File: config.mk
export PLATFORM = sky130hd
export DESIGN_NAME = mem_arbiter16_flat
export DESIGN_NICKNAME = d
export VERILOG_FILES = /design/src/rtl/mem_arbiter16_if.sv /design/src/rtl/mem_arbiter16.sv /design/src/flat_wrapper.sv
export SDC_FILE = /design/constraint.sdc
export NUM_CORES = 1
export LEC_CHECK = 0
export CAP_MARGIN = 10
export CORE_MARGIN = 8
export CORE_UTILIZATION = 36
export DETAILED_ROUTE_END_ITERATION = 10
export PLACE_DENSITY = 0.87
export SLEW_MARGIN = 20
export SYNTH_ARGS = -nofsm -noshare
export SYNTH_HDL_FRONTEND = slang
export SYNTH_SLANG_ARGS = --single-unit
File: constraint.sdc
create_clock -name CLK -period 2.6 [get_ports CLK]
set_input_delay 0.26 -clock CLK [delete_from_list [all_inputs] [get_ports CLK]]
set_output_delay 0.26 -clock CLK [all_outputs]
set_load 0.01 [all_outputs]
File: src/rtl/mem_arbiter16_if.sv
// ---------------------------------------------------------------------------
// mem_arbiter16_if
// Bus bundle for the single-port memory arbiter.
//
// Signal groups:
//   cpu_*   pipeline16 CPU port (active-low strobes, wait, read data)
//   p0_*    peripheral master 0 (req/we/addr/wdata in, gnt/rvalid/rdata out)
//   p1_*    peripheral master 1 (same shape as p0)
//   mem_*   shared memory port (address, write data, active-low strobes,
//           read data returned one cycle after the read strobe)
//
// Modports:
//   slave   the arbiter side (receives requests, drives grants and memory)
//   master  the requester/memory side (drives requests and memory read data)
// ---------------------------------------------------------------------------
interface mem_arbiter16_if #(
    parameter int ADDR_BITS = 16,
    parameter int DATA_BITS = 16
);
    logic [ADDR_BITS-1:0] cpu_addr;
    logic [DATA_BITS-1:0] cpu_wdata;
    logic                 cpu_OEb;
    logic                 cpu_WRb;
    logic [DATA_BITS-1:0] cpu_rdata;
    logic                 cpu_wait;

    logic                 p0_req;
    logic                 p0_we;
    logic [ADDR_BITS-1:0] p0_addr;
    logic [DATA_BITS-1:0] p0_wdata;
    logic                 p0_gnt;
    logic                 p0_rvalid;
    logic [DATA_BITS-1:0] p0_rdata;

    logic                 p1_req;
    logic                 p1_we;
    logic [ADDR_BITS-1:0] p1_addr;
    logic [DATA_BITS-1:0] p1_wdata;
    logic                 p1_gnt;
    logic                 p1_rvalid;
    logic [DATA_BITS-1:0] p1_rdata;

    logic [ADDR_BITS-1:0] mem_addr;
    logic [DATA_BITS-1:0] mem_wdata;
    logic                 mem_OEb;
    logic                 mem_WRb;
    logic [DATA_BITS-1:0] mem_rdata;

    modport slave (
        input  cpu_addr, cpu_wdata, cpu_OEb, cpu_WRb,
        output cpu_rdata, cpu_wait,
        input  p0_req, p0_we, p0_addr, p0_wdata,
        output p0_gnt, p0_rvalid, p0_rdata,
        input  p1_req, p1_we, p1_addr, p1_wdata,
        output p1_gnt, p1_rvalid, p1_rdata,
        output mem_addr, mem_wdata, mem_OEb, mem_WRb,
        input  mem_rdata
    );

    modport master (
        output cpu_addr, cpu_wdata, cpu_OEb, cpu_WRb,
        input  cpu_rdata, cpu_wait,
        output p0_req, p0_we, p0_addr, p0_wdata,
        input  p0_gnt, p0_rvalid, p0_rdata,
        output p1_req, p1_we, p1_addr, p1_wdata,
        input  p1_gnt, p1_rvalid, p1_rdata,
        input  mem_addr, mem_wdata, mem_OEb, mem_WRb,
        output mem_rdata
    );
endinterface

File: src/rtl/mem_arbiter16.sv
// ---------------------------------------------------------------------------
// mem_arbiter16
// Shares one 16-bit memory port between the pipeline16 CPU and two
// peripheral masters (P0, P1). One access per cycle, chosen combinationally.
// The CPU is held off with cpu_wait whenever a peripheral owns the bus, and
// read data comes back one cycle later with a per-peripheral rvalid pulse.
//
// Ports:
//   CLK   system clock, all state on the rising edge
//   RSTb  asynchronous active-low reset
//   bus   mem_arbiter16_if.slave: CPU port, P0/P1 ports, memory port
//
// Parameters:
//   ADDR_BITS     memory address width
//   DATA_BITS     memory data width
//   STARVE_LIMIT  consecutive CPU wins tolerated while a peripheral waits
//
// Build option:
//   MEMARB_STARVE_GUARD_EN  when defined, a starvation counter lets a waiting
//                           peripheral through after STARVE_LIMIT CPU wins.
//                           When undefined the CPU has strict priority and no
//                           counter exists.
// ---------------------------------------------------------------------------
module mem_arbiter16 #(
    parameter int ADDR_BITS    = 16,
    parameter int DATA_BITS    = 16,
    parameter int STARVE_LIMIT = 8
) (
    input  logic           CLK,
    input  logic           RSTb,
    mem_arbiter16_if.slave bus
);

    typedef enum logic [1:0] {
        OWN_NONE = 2'd0,
        OWN_CPU  = 2'd1,
        OWN_P0   = 2'd2,
        OWN_P1   = 2'd3
    } owner_t;

    if (STARVE_LIMIT < 1 || STARVE_LIMIT > 255) begin : g_limit_check
        $error("mem_arbiter16: STARVE_LIMIT must be in 1..255");
    end

    owner_t               owner;
    owner_t               rr_pick;
    owner_t               rd_owner;
    logic                 rr_last;      // 0 = P0 served last, 1 = P1 served last
    logic                 cpu_act;
    logic                 any_req;
    logic                 guard_trip;
    logic [ADDR_BITS-1:0] addr_hold;
    logic [DATA_BITS-1:0] wdata_hold;

    assign cpu_act = !bus.cpu_OEb || !bus.cpu_WRb;
    assign any_req = bus.p0_req || bus.p1_req;

`ifdef MEMARB_STARVE_GUARD_EN
    localparam logic [7:0] LIMIT8 = 8'(STARVE_LIMIT);

    logic [7:0] starve_cnt;

    assign guard_trip = (starve_cnt == LIMIT8);

    // Counts CPU wins that left a peripheral waiting; any peripheral grant or
    // a cycle with nobody waiting starts the count over.
    always_ff @(posedge CLK or negedge RSTb) begin
        if (!RSTb) begin
            starve_cnt <= '0;
        end else if (owner == OWN_P0 || owner == OWN_P1 || !any_req) begin
            starve_cnt <= '0;
        end else if (owner == OWN_CPU && starve_cnt != LIMIT8) begin
            starve_cnt <= starve_cnt + 8'd1;
        end
    end
`else
    assign guard_trip = 1'b0;
`endif

    // Owner selection. Forcing NONE during reset keeps strobes, grants and
    // the memory address at their reset values while RSTb is low.
    always_comb begin
        rr_pick = OWN_P1;
        if (bus.p0_req && bus.p1_req) begin
            rr_pick = rr_last ? OWN_P0 : OWN_P1;
        end else if (bus.p0_req) begin
            rr_pick = OWN_P0;
        end

        owner = OWN_NONE;
        if (!RSTb) begin
            owner = OWN_NONE;
        end else if (cpu_act && !guard_trip) begin
            owner = OWN_CPU;
        end else if (any_req) begin
            owner = rr_pick;
        end else if (cpu_act) begin
            owner = OWN_CPU;
        end
    end

    // Memory port mux. A CPU access with both strobes low is a write only.
    always_comb begin
        bus.mem_addr  = addr_hold;
        bus.mem_wdata = wdata_hold;
        bus.mem_OEb   = 1'b1;
        bus.mem_WRb   = 1'b1;
        case (owner)
            OWN_CPU: begin
                bus.mem_addr  = bus.cpu_addr;
                bus.mem_wdata = bus.cpu_wdata;
                if (!bus.cpu_WRb) bus.mem_WRb = 1'b0;
                else              bus.mem_OEb = 1'b0;
            end
            OWN_P0: begin
                bus.mem_addr  = bus.p0_addr;
                bus.mem_wdata = bus.p0_wdata;
                if (bus.p0_we) bus.mem_WRb = 1'b0;
                else           bus.mem_OEb = 1'b0;
            end
            OWN_P1: begin
                bus.mem_addr  = bus.p1_addr;
                bus.mem_wdata = bus.p1_wdata;
                if (bus.p1_we) bus.mem_WRb = 1'b0;
                else           bus.mem_OEb = 1'b0;
            end
            default: begin
            end
        endcase
    end

    assign bus.p0_gnt    = (owner == OWN_P0);
    assign bus.p1_gnt    = (owner == OWN_P1);
    assign bus.cpu_wait  = RSTb && cpu_act && (owner != OWN_CPU);

    assign bus.p0_rvalid = (rd_owner == OWN_P0);
    assign bus.p1_rvalid = (rd_owner == OWN_P1);
    assign bus.cpu_rdata = bus.mem_rdata;
    assign bus.p0_rdata  = bus.mem_rdata;
    assign bus.p1_rdata  = bus.mem_rdata;

    // Round-robin memory, idle-hold of the address/data lines, and the read
    // owner that turns into a one-cycle rvalid on the following cycle.
    always_ff @(posedge CLK or negedge RSTb) begin
        if (!RSTb) begin
            rr_last    <= 1'b1;
            addr_hold  <= '0;
            wdata_hold <= '0;
            rd_owner   <= OWN_NONE;
        end else begin
            if (owner == OWN_P0) begin
                rr_last <= 1'b0;
            end else if (owner == OWN_P1) begin
                rr_last <= 1'b1;
            end
            addr_hold  <= bus.mem_addr;
            wdata_hold <= bus.mem_wdata;
            rd_owner   <= bus.mem_OEb ? OWN_NONE : owner;
        end
    end

endmodule

File: src/flat_wrapper.sv
// flat-port wrapper written by rule: the top's interface ports become plain ports
module mem_arbiter16_flat 
#(
    parameter int ADDR_BITS    = 16,
    parameter int DATA_BITS    = 16,
    parameter int STARVE_LIMIT = 8
)
  (CLK, RSTb, bus_cpu_addr, bus_cpu_wdata, bus_cpu_OEb, bus_cpu_WRb, bus_cpu_rdata, bus_cpu_wait, bus_p0_req, bus_p0_we, bus_p0_addr, bus_p0_wdata, bus_p0_gnt, bus_p0_rvalid, bus_p0_rdata, bus_p1_req, bus_p1_we, bus_p1_addr, bus_p1_wdata, bus_p1_gnt, bus_p1_rvalid, bus_p1_rdata, bus_mem_addr, bus_mem_wdata, bus_mem_OEb, bus_mem_WRb, bus_mem_rdata);
  mem_arbiter16_if #(.ADDR_BITS(ADDR_BITS), .DATA_BITS(DATA_BITS)) bus_i ();
  input  logic CLK;
  input  logic RSTb;
  input wire logic [$bits(bus_i.cpu_addr)-1:0] bus_cpu_addr;
  input wire logic [$bits(bus_i.cpu_wdata)-1:0] bus_cpu_wdata;
  input wire logic [$bits(bus_i.cpu_OEb)-1:0] bus_cpu_OEb;
  input wire logic [$bits(bus_i.cpu_WRb)-1:0] bus_cpu_WRb;
  output wire logic [$bits(bus_i.cpu_rdata)-1:0] bus_cpu_rdata;
  output wire logic [$bits(bus_i.cpu_wait)-1:0] bus_cpu_wait;
  input wire logic [$bits(bus_i.p0_req)-1:0] bus_p0_req;
  input wire logic [$bits(bus_i.p0_we)-1:0] bus_p0_we;
  input wire logic [$bits(bus_i.p0_addr)-1:0] bus_p0_addr;
  input wire logic [$bits(bus_i.p0_wdata)-1:0] bus_p0_wdata;
  output wire logic [$bits(bus_i.p0_gnt)-1:0] bus_p0_gnt;
  output wire logic [$bits(bus_i.p0_rvalid)-1:0] bus_p0_rvalid;
  output wire logic [$bits(bus_i.p0_rdata)-1:0] bus_p0_rdata;
  input wire logic [$bits(bus_i.p1_req)-1:0] bus_p1_req;
  input wire logic [$bits(bus_i.p1_we)-1:0] bus_p1_we;
  input wire logic [$bits(bus_i.p1_addr)-1:0] bus_p1_addr;
  input wire logic [$bits(bus_i.p1_wdata)-1:0] bus_p1_wdata;
  output wire logic [$bits(bus_i.p1_gnt)-1:0] bus_p1_gnt;
  output wire logic [$bits(bus_i.p1_rvalid)-1:0] bus_p1_rvalid;
  output wire logic [$bits(bus_i.p1_rdata)-1:0] bus_p1_rdata;
  output wire logic [$bits(bus_i.mem_addr)-1:0] bus_mem_addr;
  output wire logic [$bits(bus_i.mem_wdata)-1:0] bus_mem_wdata;
  output wire logic [$bits(bus_i.mem_OEb)-1:0] bus_mem_OEb;
  output wire logic [$bits(bus_i.mem_WRb)-1:0] bus_mem_WRb;
  input wire logic [$bits(bus_i.mem_rdata)-1:0] bus_mem_rdata;
  assign bus_i.cpu_addr = bus_cpu_addr;
  assign bus_i.cpu_wdata = bus_cpu_wdata;
  assign bus_i.cpu_OEb = bus_cpu_OEb;
  assign bus_i.cpu_WRb = bus_cpu_WRb;
  assign bus_cpu_rdata = bus_i.cpu_rdata;
  assign bus_cpu_wait = bus_i.cpu_wait;
  assign bus_i.p0_req = bus_p0_req;
  assign bus_i.p0_we = bus_p0_we;
  assign bus_i.p0_addr = bus_p0_addr;
  assign bus_i.p0_wdata = bus_p0_wdata;
  assign bus_p0_gnt = bus_i.p0_gnt;
  assign bus_p0_rvalid = bus_i.p0_rvalid;
  assign bus_p0_rdata = bus_i.p0_rdata;
  assign bus_i.p1_req = bus_p1_req;
  assign bus_i.p1_we = bus_p1_we;
  assign bus_i.p1_addr = bus_p1_addr;
  assign bus_i.p1_wdata = bus_p1_wdata;
  assign bus_p1_gnt = bus_i.p1_gnt;
  assign bus_p1_rvalid = bus_i.p1_rvalid;
  assign bus_p1_rdata = bus_i.p1_rdata;
  assign bus_mem_addr = bus_i.mem_addr;
  assign bus_mem_wdata = bus_i.mem_wdata;
  assign bus_mem_OEb = bus_i.mem_OEb;
  assign bus_mem_WRb = bus_i.mem_WRb;
  assign bus_i.mem_rdata = bus_mem_rdata;
  mem_arbiter16 #(.ADDR_BITS(ADDR_BITS), .DATA_BITS(DATA_BITS), .STARVE_LIMIT(STARVE_LIMIT)) u_core (.CLK(CLK), .RSTb(RSTb), .bus(bus_i));
endmodule
---- Word level (Yosys, flattened, before mapping) ----
Cells that the tools add are included.
storage, ports and cells
  register bits ........................... 35
  input bits .............................. 120
  output and inout port bits .............. 87
  logic and storage cells ................. 37
cells by class
  equal/unequal tests ..................... 6
  muxes and demuxes ....................... 19
  reductions and logical operators ........ 8
operator list
  operator            number
  $pmux 16 s3         2
  $mux 1              10
  $mux 2              5
  $eq 2x2->1 const B  4
  $pmux 1 s3          2
  $logic_and 1x1->1   3
  $eq 2x1->1 const B  1
  $logic_not 1->1     2
  $logic_or 1x1->1    2
  $ne 2x1->1 const B  1
  $reduce_bool 2->1   1

---- Depth between registers and ports, before layout ----
Gate-level depths: netlist of the first run.
  word-level depth ........................ 8
  depth in mapped cells ................... 6

---- Worst setup path after synthesis of the first run ----
Ideal clock, no wire load.
  path type ............................... register to output
  start ................................... register u_core.rr_last
  end ..................................... output port bus_mem_wdata[1]
  data arrival time ....................... 1.607 ns
  path slack .............................. 0.733 ns
  cell stages (with the launch flop) ...... 5
  path through ............................ dfstp_2 -> a21bo_2 -> buf_2 -> nor3_1 -> a2111oi_0
between the ends
  longest elaborated chain between the ends .. 7
  elaborated cells between the ends (all ways) .. 9
  classes of those cells .................. 3 x eq/ne; 6 x mux
ends and longest elaborated chain
  item                                      line                  RTL
  start: declaration                        mem_arbiter16.sv:48   logic rr_last;
  start signal: assignment                  mem_arbiter16.sv:146  rr_last <= 1'b1;
  start signal: assignment                  mem_arbiter16.sv:152  rr_last <= 1'b0;
  start signal: assignment                  mem_arbiter16.sv:154  rr_last <= 1'b1;
  $mux 1 *                                  mem_arbiter16.sv:85   rr_pick = rr_last ? OWN_P0 : OWN_P1;
  $mux 2 *                                  mem_arbiter16.sv:84   if (bus.p0_req && bus.p1_req) begin
  $mux 2 *                                  mem_arbiter16.sv:95   end else if (any_req) begin
  $mux 2 *                                  mem_arbiter16.sv:93   end else if (cpu_act && !guard_trip) begin
  $mux 2 *                                  mem_arbiter16.sv:91   if (!RSTb) begin
  $eq 2x2->1 or $eq 2x1->1 (tied branches)  mem_arbiter16.sv:108  case (owner)
  $pmux 16 s3 *                             mem_arbiter16.sv:108
  end: declaration                          flat_wrapper.sv:33    output wire logic [$bits(bus_i.mem_wdata)-1:0] bus_mem_wdata;
Every way passes the cells marked *; elsewhere a longest branch is shown, timed or not.

---- Worst setup path in the final report of the first run ----
  start ................................... register u_core.rr_last
  end ..................................... output port bus_mem_WRb
between the ends
  longest elaborated chain between the ends .. 7
  elaborated cells between the ends (all ways) .. 9
  classes of those cells .................. 3 x eq/ne; 6 x mux
ends and longest elaborated chain
  item                                      line                  RTL
  $mux 1 *                                  mem_arbiter16.sv:85
  $mux 2 *                                  mem_arbiter16.sv:84
  $mux 2 *                                  mem_arbiter16.sv:95
  $mux 2 *                                  mem_arbiter16.sv:93
  $mux 2 *                                  mem_arbiter16.sv:91
  $eq 2x2->1 or $eq 2x1->1 (tied branches)  mem_arbiter16.sv:108
  $pmux 1 s3 *                              mem_arbiter16.sv:108
  end: declaration                          flat_wrapper.sv:35    output wire logic [$bits(bus_i.mem_WRb)-1:0] bus_mem_WRb;
Marks and branches as above.

==> results of run 1 <==
-- what timing repair did --
action,4_1_cts,5_1_grt
resized for setup,38,5
pin swaps,0,0
setup endpoints to repair,32,3
hold buffers,0,0
-- sequential cells by signal, indices dropped and copies added (netlist names) --
| register | cells |
|---|---|
| u_core.addr_hold | 16 |
| u_core.wdata_hold | 16 |
| u_core.rr_last | 1 |
| u_core.rd_owner | 2 |
-- cell usage after synthesis (all sizes together) --
master / number / area [µm²]
dfrtp: 34 / 851
a21oi: 34 / 170
conb: 1 / 3.75
o211ai: 1 / 7.51
nand2b: 1 / 6.26
a21bo: 2 / 20.0
dfstp: 1 / 26.3
clkbuf: 6 / 22.5
nor2: 35 / 131
mux2: 1 / 11.3
inv: 32 / 120
a2111oi: 31 / 459
buf: 66 / 487
and2: 1 / 6.26
and3: 3 / 28.8
nand4bb: 1 / 11.3
o2111ai: 1 / 8.76
nor2b: 2 / 12.5
o32ai: 1 / 8.76
a211oi: 1 / 7.51
nor3b: 1 / 7.51
nor3: 31 / 155
a31oi: 2 / 12.5
nand3: 1 / 5.00
-- power by group through the flow --
stage | sequential (mW) | clock, mW | combinational, mW
3_3_place_gp | 0.644 | 0 | 0.640
6_report | 0.638 | 0.442 | 0.621
3_5_place_dp | 0.647 | 0 | 0.655
2_1_floorplan | 0.641 | 0 | 0.332
4_1_cts | 0.636 | 0.462 | 0.625
5_1_grt | 0.645 | 0.480 | 0.670
-- cells by family (layout without fill, tap and decap cells) --
kind of cell,after synthesis,after routing
compound gates,73,73
buf+inv,104,213
flops,35,35
mux,1,1
other cells,1,1
simple gates,76,76
-- final cells by class --
class / instances / area share [%]
flip-flops and latches: 35 / 21.8
multi-input cells: 151 / 27.4
repair buffers: 173 / 42.3
inverters: 32 / 2.98
well taps: 99 / 3.07
clock buffers: 8 / 2.48
-- critical path, stage by stage (launching register included) --
cell and delay (ns):
dfstp_2 0.57, a21bo_2 0.23, buf_4 0.15, mux2_2 0.34, a21oi_1 0.16, clkdlybuf4s50_1 0.56
-- path summary, 6_finish.rpt --
| check | startpoint | endpoint | slack (ns) | depth (start not counted) |
|---|---|---|---|---|
| max in group asynchronous | RSTb | u_core.addr_hold[0] | 2.19 | 2 |
| max reg2reg | u_core.rr_last | u_core.addr_hold[14] | 0.89 | 5 |
| max | u_core.rr_last | bus_mem_WRb | 0.06 | 5 |
| min in group CLK | RSTb | u_core.rd_owner[1] | 0.35 | 3 |
| min | RSTb | u_core.rd_owner[0] | 0.05 | 2 |
| min reg2reg | u_core.rr_last | u_core.rr_last | 0.56 | 2 |
-- per-layer routing --
layer	up-vias	track usage (%)	part of all wire, %
met3	33	7.60	9.8
met5	-	0	0
met4	0	6.98	2.8
met1	1170	17.1	36
met2	110	32.4	52
li1	1171	-	-
-- stage by stage --
step / cell area, µm² / setup TNS (ns) / power (mW) / setup WS, ns / util [%]
floorplan: 2580 / 0 / 0.973 / 0.733 / -
global placement: 3920 / -0.682 / 1.28 / -0.0537 / 55.2
detailed placement: 3920 / -1.87 / 1.30 / -0.142 / 55.2
CTS: 4010 / 0 / 1.72 / 0.00125 / 56.5
global route: 4030 / 0 / 1.79 / 0.0140 / 56.8
finish: 4030 / 0 / 1.70 / 0.0637 / 56.8
==> flow_summary.yaml, run 1 <==
run_status:
  status: "finished clean"
finish:
  fill_cells: 639
  mostFrequentLayoutCell: "clkdlybuf4s50_1"
  final_nets: 518
  insertedDiodeCount: 0
  synthToLayoutAreaGrowth_pct: 56.3
  seq_area_um2: 877
  multi_input_area_um2: 1110
  drive_gt1_share_pct: 19.5
  final_cells: 498
  final_cell_mix: "108 x clkdlybuf4s50_1, 35 x nor2_1, 34 x a21oi_1, 34 x dfrtp_1, 32 x inv_1"
place:
  dpl.hpwl_mm: 7.14
  dp_cells: 490
  gp_congestion: 0.837
  port_buffers: 141
synthesis:
  muxShareOfSynthArea_pct: 0.436
  yosysSeqAreaShare_pct: 34.0
  syn_inst: 290
  synth_xor_area_share_pct: 0
  synthesis.area_um2: 2580
  synthAdderAreaFrac_pct: 0
  syn_avg_cell_area_um2: 8.90
  postSynthRegisterBits: 35
  synth_fp_nets: 410
  synth-compound-area-share_pct: 26.9
  synth_top_family_by_area: "compound AO/OA/AOI/OAI gates"
  yosys_warnings: 0
  synth_cell_types: 29
  synthSimpleGateAreaFrac_pct: 14.1
floorplanning:
  die_w_um: 101
  core_um2: 7100
  die_h_um: 101
  rows: 31
  start_util_pct: 36.3
  ios: 207
  dieArea_um2: 10100
drt:
  drt_pass1_iterations: 4
  vias_per_cell: 4.99
  drc_errors: 0
  finalWirelength_mm: 9.05
  drt_iter0_markers: 73
  avgRoutedWirePerCell_um: 18.2
  ant_nets: 0
  dr_total_vias: 2484
sta:
  grt_setup_unrepaired: "false"
  whs_ns: 0.0507
  skew_ns: 0.00175
  hold_viol: 0
  fmax_mhz: 394
  fin_crit_sh_pct: 97.6
  maxSlewViolCount: 0
  finalSetupViolations: 0
  min_period_ns: 2.54
run:
  cap_violations: 0
clocking:
  clk_latency_ns: 0.28
  cts_buffers: 5
  clk_pin_slew_worst_paths_ns: 0.07
  h-tree-depth: 2
  cts_tree: "yes"
  cts_setup_buffers: 0
  clock-sinks: 35
  cts.path.max_buffers: 2
  cts-root-buf: "clkbuf_8"
pwr:
  power_frac_comb_pct: 36.5
  swShare_pct: 29.1
  pwr_density_cell_nw_per_um2: 422
  internal_power_mw: 1.21
  clock_power_share_pct: 26.0
  p_leak_nw: 1.67
  vdd_drop_max_mv: 0.285
  p_sw_uw: 495
  seqPwrFrac_pct: 37.5
global_route:
  grt_overflow_total: 0
  antenna_found_initial: 0
  grt_pass1_wl_mm: 14.2
  track_usage_pct: 17.8
  grt_pass1_vias: 2828
  grt_max_degree: 41
worst_setup_path:
  critPathCaptureType: "output port"
  critical_path.max_fanout: 6
  crit_required_ns: 2.34
  start_kind: "register"
  worst-setup-path-type: "reg2out"
  cp.arrival_ns: 2.28
worst_hold_path:
  hold_path_class: "in2async"
Note: power is estimated with default switching activity, not from simulation.
==> inputs of run 2 (changes only) <==
--- a/config.mk
+++ b/config.mk
@@ -8,6 +8,7 @@
 export CAP_MARGIN = 10
 export CORE_MARGIN = 8
 export CORE_UTILIZATION = 36
+export CTS_CLUSTER_SIZE = 30
 export DETAILED_ROUTE_END_ITERATION = 10
 export PLACE_DENSITY = 0.87
 export SLEW_MARGIN = 20
==> results of run 2 <==
The final DEF is identical to that of run 1; final timing and power are the same.
==> inputs of run 3 (changes only) <==
--- a/config.mk
+++ b/config.mk
@@ -8,6 +8,7 @@
 export CAP_MARGIN = 10
 export CORE_MARGIN = 8
 export CORE_UTILIZATION = 36
+export CTS_CLUSTER_DIAMETER = 50
 export CTS_CLUSTER_SIZE = 30
 export DETAILED_ROUTE_END_ITERATION = 10
 export PLACE_DENSITY = 0.87
==> results of run 3 <==
The final DEF is identical to that of run 1; final timing and power are the same.
